`config.mk`:
```
export PLATFORM = sky130hd
export DESIGN_NAME = cusp_filter_pipe
export DESIGN_NICKNAME = d
export VERILOG_FILES = /design/src/rtl/cusp_pkg.sv /design/src/rtl/cusp_filter_pipe_delay_line.sv /design/src/rtl/cusp_filter_pipe.sv
export SDC_FILE = /design/constraint.sdc
export NUM_CORES = 1
export LEC_CHECK = 0
export ABC_AREA = 0
export CAP_MARGIN = 20
export CORE_UTILIZATION = 35
export DETAILED_ROUTE_END_ITERATION = 6
export SLEW_MARGIN = 5
export SYNTH_ARGS = -nofsm -noshare
export SYNTH_HDL_FRONTEND = slang
export SYNTH_HIERARCHICAL = 1
export SYNTH_SLANG_ARGS = --single-unit
```
`constraint.sdc`:
```
create_clock -name clk -period 8.5 [get_ports clk]
set_clock_uncertainty 0.1 [all_clocks]
set_input_delay 2.125 -clock clk [delete_from_list [all_inputs] [get_ports clk]]
set_output_delay 2.125 -clock clk [all_outputs]
set_load 0.01 [all_outputs]
```
`src/rtl/cusp_pkg.sv`:
```
// -----------------------------------------------------------------------------
// cusp_pkg
// Shared definitions for the cusp shaping filter: default datapath widths,
// the recursion accumulator type, the peak-detector state encoding and the
// output saturation limits for the default output width.
// -----------------------------------------------------------------------------
package cusp_pkg;

   localparam int SIZE_ACC_DEF = 40;
   localparam int SIZE_OUT_DEF = 16;

   // Accumulator type for the dk, dl, p, q and s recursions.
   typedef logic signed [SIZE_ACC_DEF-1:0] acc_t;

   // Peak detector states.
   typedef enum logic [0:0] {
      IDLE  = 1'b0,
      ABOVE = 1'b1
   } peak_state_t;

   // Saturation limits of a signed SIZE_OUT_DEF-bit output.
   localparam logic signed [SIZE_OUT_DEF-1:0] SAT_MAX = {1'b0, {(SIZE_OUT_DEF-1){1'b1}}};
   localparam logic signed [SIZE_OUT_DEF-1:0] SAT_MIN = {1'b1, {(SIZE_OUT_DEF-1){1'b0}}};

endpackage

```
`src/rtl/cusp_filter_pipe_delay_line.sv`:
```
// -----------------------------------------------------------------------------
// cusp_delay_line
// Sample shift register holding the last K accepted samples. It shifts only
// when en=1, so gaps in the input stream do not age the stored history.
// mem[0] holds v(n-1) relative to the sample currently on din.
//
// Ports:
//   clk     in   rising-edge clock
//   reset   in   synchronous active-high clear of all stored samples
//   en      in   shift din into the line this cycle
//   din     in   SIZE_IN  newest sample v(n), signed
//   tap_k   out  SIZE_IN  v(n-K)
//   tap_l   out  SIZE_IN  v(n-L)
//   tap_l1  out  SIZE_IN  v(n-L-1)
// -----------------------------------------------------------------------------
module cusp_delay_line #(
   parameter int SIZE_IN = 14,
   parameter int K       = 11,
   parameter int L       = 5
) (
   input  logic                       clk,
   input  logic                       reset,
   input  logic                       en,
   input  logic signed [SIZE_IN-1:0]  din,
   output logic signed [SIZE_IN-1:0]  tap_k,
   output logic signed [SIZE_IN-1:0]  tap_l,
   output logic signed [SIZE_IN-1:0]  tap_l1
);

   logic signed [SIZE_IN-1:0] mem_r [0:K-1];

   // Shift register: clear on reset, shift one place per accepted sample.
   always_ff @(posedge clk) begin
      if (reset) begin
         for (int i = 0; i < K; i++) begin
            mem_r[i] <= {SIZE_IN{1'b0}};
         end
      end else if (en) begin
         mem_r[0] <= din;
         for (int i = 1; i < K; i++) begin
            mem_r[i] <= mem_r[i-1];
         end
      end
   end

   // Taps are taken before the shift, i.e. relative to the sample on din.
   assign tap_k  = mem_r[K-1];
   assign tap_l  = mem_r[L-1];
   assign tap_l1 = mem_r[L];

endmodule

```
`src/rtl/cusp_filter_pipe.sv`:
```
// -----------------------------------------------------------------------------
// cusp_filter_pipe
// Pipelined cusp-like shaping filter with generic L, K, M1, M2. Five registered
// stages: S1 dk and K*dl, S2 p, S3 q and M1*p, S4 s, S5 shift/saturate/output.
// A sample accepted in cycle c appears on out_data with out_valid in cycle c+5.
// Each stage only updates its recursion when its valid bit is set, so input
// gaps do not advance the recursions.
//
// Optional feature: define CUSP_PEAK_DETECT_EN to build the threshold peak
// detector. Without it peak_valid/peak_data are tied to zero and thresh is
// ignored; the port list is identical in both builds.
//
// Ports:
//   clk         in   rising-edge clock
//   reset       in   synchronous active-high reset
//   in_valid    in   in_data holds a new sample
//   in_data     in   SIZE_IN   signed input sample
//   thresh      in   SIZE_OUT  signed peak threshold
//   out_valid   out  out_data holds a new result
//   out_data    out  SIZE_OUT  signed filter output
//   sat_flag    out  sticky saturation indicator, cleared only by reset
//   peak_valid  out  one-cycle strobe, peak_data valid
//   peak_data   out  SIZE_OUT  maximum output of the last pulse above thresh
// -----------------------------------------------------------------------------
module cusp_filter_pipe
   import cusp_pkg::*;
#(
   parameter int SIZE_IN  = 14,
   parameter int SIZE_OUT = SIZE_OUT_DEF,
   parameter int SIZE_ACC = SIZE_ACC_DEF,
   parameter int L        = 5,
   parameter int K        = 11,
   parameter int M1       = 16,
   parameter int M2       = 1,
   parameter int SHIFT    = 4
) (
   input  logic                       clk,
   input  logic                       reset,
   input  logic                       in_valid,
   input  logic signed [SIZE_IN-1:0]  in_data,
   input  logic signed [SIZE_OUT-1:0] thresh,
   output logic                       out_valid,
   output logic signed [SIZE_OUT-1:0] out_data,
   output logic                       sat_flag,
   output logic                       peak_valid,
   output logic signed [SIZE_OUT-1:0] peak_data
);

   localparam logic signed [SIZE_ACC-1:0] ACC_ZERO = {SIZE_ACC{1'b0}};
   localparam logic signed [SIZE_ACC-1:0] K_ACC    = SIZE_ACC'(K);
   localparam logic signed [SIZE_ACC-1:0] M1_ACC   = SIZE_ACC'(M1);
   localparam logic signed [SIZE_ACC-1:0] M2_ACC   = SIZE_ACC'(M2);
   // Output clamp limits expressed at accumulator width.
   localparam logic signed [SIZE_ACC-1:0] ACC_HI =
      {{(SIZE_ACC-SIZE_OUT+1){1'b0}}, {(SIZE_OUT-1){1'b1}}};
   localparam logic signed [SIZE_ACC-1:0] ACC_LO =
      {{(SIZE_ACC-SIZE_OUT+1){1'b1}}, {(SIZE_OUT-1){1'b0}}};

   logic signed [SIZE_IN-1:0]  tap_k_s;
   logic signed [SIZE_IN-1:0]  tap_l_s;
   logic signed [SIZE_IN-1:0]  tap_l1_s;
   logic signed [SIZE_ACC-1:0] dk_s;
   logic signed [SIZE_ACC-1:0] dl_s;
   logic signed [SIZE_ACC-1:0] kdl_s;
   logic signed [SIZE_ACC-1:0] sh_s;
   logic signed [SIZE_OUT-1:0] y_s;
   logic                       clamp_s;

   logic signed [SIZE_ACC-1:0] dk_r;
   logic signed [SIZE_ACC-1:0] kdl_r;
   logic signed [SIZE_ACC-1:0] p_r;
   logic signed [SIZE_ACC-1:0] q_r;
   logic signed [SIZE_ACC-1:0] m1p_r;
   logic signed [SIZE_ACC-1:0] s_r;
   logic                       vld1_r;
   logic                       vld2_r;
   logic                       vld3_r;
   logic                       vld4_r;
   logic                       out_valid_r;
   logic signed [SIZE_OUT-1:0] out_data_r;
   logic                       sat_flag_r;

   cusp_delay_line #(
      .SIZE_IN (SIZE_IN),
      .K       (K),
      .L       (L)
   ) u_delay (
      .clk    (clk),
      .reset  (reset),
      .en     (in_valid),
      .din    (in_data),
      .tap_k  (tap_k_s),
      .tap_l  (tap_l_s),
      .tap_l1 (tap_l1_s)
   );

   // S1 operands: differences sign-extended to accumulator width.
   always_comb begin
      dk_s  = SIZE_ACC'(in_data) - SIZE_ACC'(tap_k_s);
      dl_s  = SIZE_ACC'(tap_l_s) - SIZE_ACC'(tap_l1_s);
      kdl_s = dl_s * K_ACC;
   end

   // S1..S4 pipeline: recursions advance only when their stage holds a sample.
   always_ff @(posedge clk) begin
      if (reset) begin
         dk_r   <= ACC_ZERO;
         kdl_r  <= ACC_ZERO;
         p_r    <= ACC_ZERO;
         q_r    <= ACC_ZERO;
         m1p_r  <= ACC_ZERO;
         s_r    <= ACC_ZERO;
         vld1_r <= 1'b0;
         vld2_r <= 1'b0;
         vld3_r <= 1'b0;
         vld4_r <= 1'b0;
      end else begin
         vld1_r <= in_valid;
         vld2_r <= vld1_r;
         vld3_r <= vld2_r;
         vld4_r <= vld3_r;
         if (in_valid) begin
            dk_r  <= dk_s;
            kdl_r <= kdl_s;
         end
         if (vld1_r) begin
            p_r <= p_r + dk_r - kdl_r;
         end
         if (vld2_r) begin
            q_r   <= q_r + (p_r * M2_ACC);
            m1p_r <= p_r * M1_ACC;
         end
         if (vld3_r) begin
            s_r <= s_r + q_r + m1p_r;
         end
      end
   end

   // S5 operand: arithmetic shift of s, then clamp to the output range.
   always_comb begin
      sh_s    = s_r >>> SHIFT;
      y_s     = sh_s[SIZE_OUT-1:0];
      clamp_s = 1'b0;
      if (sh_s > ACC_HI) begin
         y_s     = ACC_HI[SIZE_OUT-1:0];
         clamp_s = 1'b1;
      end else if (sh_s < ACC_LO) begin
         y_s     = ACC_LO[SIZE_OUT-1:0];
         clamp_s = 1'b1;
      end else begin
         y_s     = sh_s[SIZE_OUT-1:0];
         clamp_s = 1'b0;
      end
   end

   // S5 output register; out_data holds its last value between results.
   always_ff @(posedge clk) begin
      if (reset) begin
         out_valid_r <= 1'b0;
         out_data_r  <= {SIZE_OUT{1'b0}};
         sat_flag_r  <= 1'b0;
      end else begin
         out_valid_r <= vld4_r;
         if (vld4_r) begin
            out_data_r <= y_s;
         end
         sat_flag_r <= sat_flag_r | (vld4_r & clamp_s);
      end
   end

   assign out_valid = out_valid_r;
   assign out_data  = out_data_r;
   assign sat_flag  = sat_flag_r;

`ifdef CUSP_PEAK_DETECT_EN
   peak_state_t                state_r;
   peak_state_t                state_next_s;
   logic signed [SIZE_OUT-1:0] max_r;
   logic signed [SIZE_OUT-1:0] max_next_s;
   logic                       peak_valid_r;
   logic                       peak_valid_next_s;
   logic signed [SIZE_OUT-1:0] peak_data_r;
   logic signed [SIZE_OUT-1:0] peak_data_next_s;

   // Peak FSM next state: watches the registered output stream.
   always_comb begin
      state_next_s      = state_r;
      max_next_s        = max_r;
      peak_valid_next_s = 1'b0;
      peak_data_next_s  = peak_data_r;
      case (state_r)
         IDLE: begin
            if (out_valid_r && (out_data_r > thresh)) begin
               state_next_s = ABOVE;
               max_next_s   = out_data_r;
            end else begin
               state_next_s = IDLE;
            end
         end
         ABOVE: begin
            if (out_valid_r) begin
               if (out_data_r > thresh) begin
                  state_next_s = ABOVE;
                  if (out_data_r > max_r) begin
                     max_next_s = out_data_r;
                  end else begin
                     max_next_s = max_r;
                  end
               end else begin
                  // Pulse ends: report the maximum seen while above.
                  state_next_s      = IDLE;
                  peak_valid_next_s = 1'b1;
                  peak_data_next_s  = max_r;
               end
            end else begin
               state_next_s = ABOVE;
            end
         end
         default: begin
            state_next_s = IDLE;
         end
      endcase
   end

   // Peak FSM registers.
   always_ff @(posedge clk) begin
      if (reset) begin
         state_r      <= IDLE;
         max_r        <= {SIZE_OUT{1'b0}};
         peak_valid_r <= 1'b0;
         peak_data_r  <= {SIZE_OUT{1'b0}};
      end else begin
         state_r      <= state_next_s;
         max_r        <= max_next_s;
         peak_valid_r <= peak_valid_next_s;
         peak_data_r  <= peak_data_next_s;
      end
   end

   assign peak_valid = peak_valid_r;
   assign peak_data  = peak_data_r;
`else
   logic unused_thresh_s;

   assign unused_thresh_s = ^thresh;
   assign peak_valid      = 1'b0;
   assign peak_data       = {SIZE_OUT{1'b0}};
`endif

endmodule

```
==> results.sh <==
export IMPL_run_status="finished clean"
export IMPL_cts_resized=0
export IMPL_setup_tns_ns=0
export IMPL_synthFlopType="dfxtp_1"
export IMPL_critPathRequiredTime_ns=8.82
export IMPL_tightestPinTransition_ns=0.868
export IMPL_grt_use_met1_pct=19.4
export IMPL_syn_inst=2537
export IMPL_yosysWarnings=6
export IMPL_die_w_um=266
export IMPL_drive_gt1_share_pct=4.16
export IMPL_crit_type="reg -> reg"
export IMPL_cap_violations=0
export IMPL_syn_area_um2=24500
export IMPL_root_buffer="clkbuf_16"
export IMPL_yosysSeqAreaShare_pct=36.3
export IMPL_start_kind="flip-flop"
export IMPL_rsz0062_at_grt="no"
export IMPL_slew_violations=0
export IMPL_clock_sinks=367
export IMPL_grt_use_met3_pct=2.21
export IMPL_tritoncts="done"
export IMPL_swShare_pct=38.9
export IMPL_netlist_top_cells_area="edfxtp_1 (19%), dfxtp_1 (17%), ha_1 (9.4%), fa_1 (7.4%), and3b_1 (5.0%)"
export IMPL_grt_overflow=0
export IMPL_num_nets_final=2796
export IMPL_synthToLayoutAreaGrowth_pct=8.99
export IMPL_fmax_mhz=178
export IMPL_dr_pass1_iters=6
export IMPL_place_hpwl_mm=36.1
export IMPL_period_minus_slack_ns=5.62
export IMPL_antenna_found_initial=0
export IMPL_grt_max_degree=188
export IMPL_grt_pass1_vias=17200
export IMPL_fin_crit_sh_pct=66.1
export IMPL_finalWeightedCongestion=0.902
export IMPL_p_switching_mw=2.93
export IMPL_drtAntennaViolNets=0
export IMPL_async_flop_share_pct=0
export IMPL_synth_top_area_cell="edfxtp_1"
export IMPL_setup_viol=0
export IMPL_final_hold_violation_count=0
export IMPL_drt_initial_drc_count=1107
export IMPL_place_port_buffers=34
export IMPL_clkPwrFrac_pct=24.6
export IMPL_use_met2_pct=23.2
export IMPL_yosys_register_bits=367
export IMPL_diodes=0
export IMPL_clk_pin_slew_worst_paths_ns=0.06
export IMPL_fp_row_count=96
export IMPL_htreeDepth=2
export IMPL_grt_pass1_wl_mm=85.0
export IMPL_wl_mm=50.4
export IMPL_grt_usage_pct=14.4
export IMPL_post_cts_buffers=0
export IMPL_dr_total_vias=17200
export IMPL_cp_end_kind="flip-flop"
export IMPL_grt_busiest_layer="met2"
export IMPL_cp_arrival_ns=5.94
export IMPL_synth_edf_count=154
export IMPL_io_pins=68
export IMPL_hp_class="reg -> reg"
export IMPL_die_h_um=266
export IMPL_cts_inserted_buffers=44
export IMPL_fin_ws_ns=2.88
export IMPL_p_seq_share_pct=29.0
export IMPL_start_util_pct=35.5
export IMPL_max_slew_margin_pct=42.1
export IMPL_synth_area_per_cell_um2=9.65
export IMPL_ff2ff_setup_slack_ns=2.88
export IMPL_synthDistinctLibCells=85
export IMPL_placeableCoreArea_um2=68900
export IMPL_p_int_mw=4.60
export IMPL_post_synth_top_count_cell="nor2_1"
export IMPL_route_detailed_drc=0
export IMPL_dieArea_um2=71000
export IMPL_detail_route_wl_per_cell_um=14.6
export IMPL_cp_max_fo=3
export IMPL_power_frac_comb_pct=46.4
export IMPL_leakagePower_nw=12.1
export IMPL_vias_per_cell=4.99
export IMPL_p_per_area_nw_per_um2=282
export IMPL_synth_cells_most_frequent="nor2_1 (284), inv_1 (270), dfxtp_1 (213), ha_1 (184), a21oi_1 (156)"
export IMPL_ir_drop_v=0.000161
export IMPL_design_area_um2=26700
export IMPL_placedCellCount=3373
export IMPL_holdBufCountCts=0
export IMPL_final_cells=3455
export IMPL_placed_cell_area_um2=25200
export IMPL_clockBufferDepth=3
export IMPL_clk_latency_ns=0.61
export IMPL_yosysTopAreaCellShare_pct=18.9
export IMPL_pre_cts_ws_ns=2.90
[layout by cell type (no fill, tap or decap), types with 10 or more instances in the layout]
cell type | Yosys | layout
nor2_1 | 284 | 284
inv_1 | 270 | 269
dfxtp_1 | 213 | 211
ha_1 | 184 | 184
a21oi_1 | 156 | 156
edfxtp_1 | 154 | 154
and3b_1 | 140 | 140
mux2i_1 | 120 | 120
xnor2_1 | 99 | 99
fa_1 | 90 | 90
nand2_1 | 82 | 82
o21ai_0 | 80 | 80
a21o_1 | 65 | 65
clkbuf_16 | 0 | 44
nor3_1 | 38 | 38
nor2b_1 | 33 | 33
a211oi_1 | 32 | 32
clkdlybuf4s50_1 | 0 | 32
xor2_1 | 31 | 31
nand2b_1 | 27 | 27
nand3_1 | 24 | 24
o21bai_1 | 22 | 22
o21a_1 | 21 | 21
and3_1 | 17 | 17
conb_1 | 1 | 17
nand4_1 | 13 | 13
a311oi_1 | 12 | 12
buf_4 | 59 | 12
o211ai_1 | 11 | 11
a31oi_1 | 10 | 10
[through the flow]
step | total power, mW | hold slack, ns | utilization, %
floorplan | 5.05 | 0.356 | -
global placement | 5.62 | 0.355 | 36.6
detailed placement | 5.70 | 0.363 | 36.6
CTS | 7.60 | 0.377 | 38.7
global route | 8.18 | 0.394 | 38.7
finish | 7.53 | 0.372 | 38.7
[path summary, 6_finish.rpt]
kind                                      start                     end  cells after the start
max          u_delay/mem_r[0][70]$_SDFFCE_PN0P_  kdl_r[19]$_SDFFE_PP0P_                     23
min                         sat_flag$_SDFF_PP0_     sat_flag$_SDFF_PP0_                      2
max reg2reg  u_delay/mem_r[0][70]$_SDFFCE_PN0P_  kdl_r[19]$_SDFFE_PP0P_                     23
min reg2reg                 sat_flag$_SDFF_PP0_     sat_flag$_SDFF_PP0_                      2
[power by group through the flow]
stage,clock network [mW],registers (mW),logic (mW)
2_1_floorplan,0,2.16,2.89
5_1_grt,1.98,2.21,3.99
6_report,1.85,2.18,3.49
4_1_cts,1.91,2.18,3.50
3_5_place_dp,0,2.22,3.48
3_3_place_gp,0,2.22,3.40
[critical path, stage by stage, from the launching register on]
cell	delay (ns)
edfxtp_1	0.40
ha_1	0.28
fa_1	0.42
nor2b_1	0.13
o21ai_1	0.08
a21boi_0	0.37
o21ai_0	0.16
nand2b_1	0.11
xor2_1	0.31
ha_1	0.18
inv_1	0.05
fa_1	0.52
inv_1	0.04
ha_1	0.32
o21a_1	0.13
a21oi_1	0.21
o21ai_0	0.12
a21oi_1	0.31
o21ai_0	0.17
a2111oi_0	0.44
nor2_1	0.13
a21oi_1	0.20
nand4b_1	0.15
o311ai_0	0.12
[per-layer routing]
metal | wire length, um | share of wire [%] | vias up
li1 | - | - | 8695
met2 | 22400 | 44 | 302
met1 | 24600 | 49 | 8144
met3 | 1880 | 3.7 | 94
met4 | 1600 | 3.2 | 0
met5 | 0 | 0 | -
[layout make-up]
cell class                      instances  area (um2)
Clock buffer                           55        1170
Clock inverter                         26         253
Fill cell                            6802       42300
Inverter                              271        1020
Multi-Input combinational cell       1758       13700
Sequential cell                       367        8890
Tap cell                              931        1160
Timing Repair Buffer                   47         465
[flip-flops by register name, indices dropped and copies added, names as in the netlist, 15 cells and up]
| register | flops |
|---|---|
| u_delay/mem_r | 154 |
| dk_r | 15 |
| out_data | 16 |
| p_r | 40 |
| kdl_r | 20 |
| q_r | 40 |
| m1p_r | 36 |
| s_r | 40 |
[cells by family (layout without fill, tap and decap cells)]
group | Yosys count | after routing | synth area share, %
buffers and inverters | 428 | 399 | 7.94
other | 1 | 17 | 0.0153
AOI/OAI and AO/OA | 505 | 505 | 13.6
and+or+nand+nor | 710 | 710 | 15.7
adders and majority gates | 274 | 274 | 16.8
DFF | 367 | 367 | 36.3
xor gates and xnor gates | 130 | 130 | 4.65
muxes | 122 | 122 | 5.00
(Power assumes the default switching activity.)
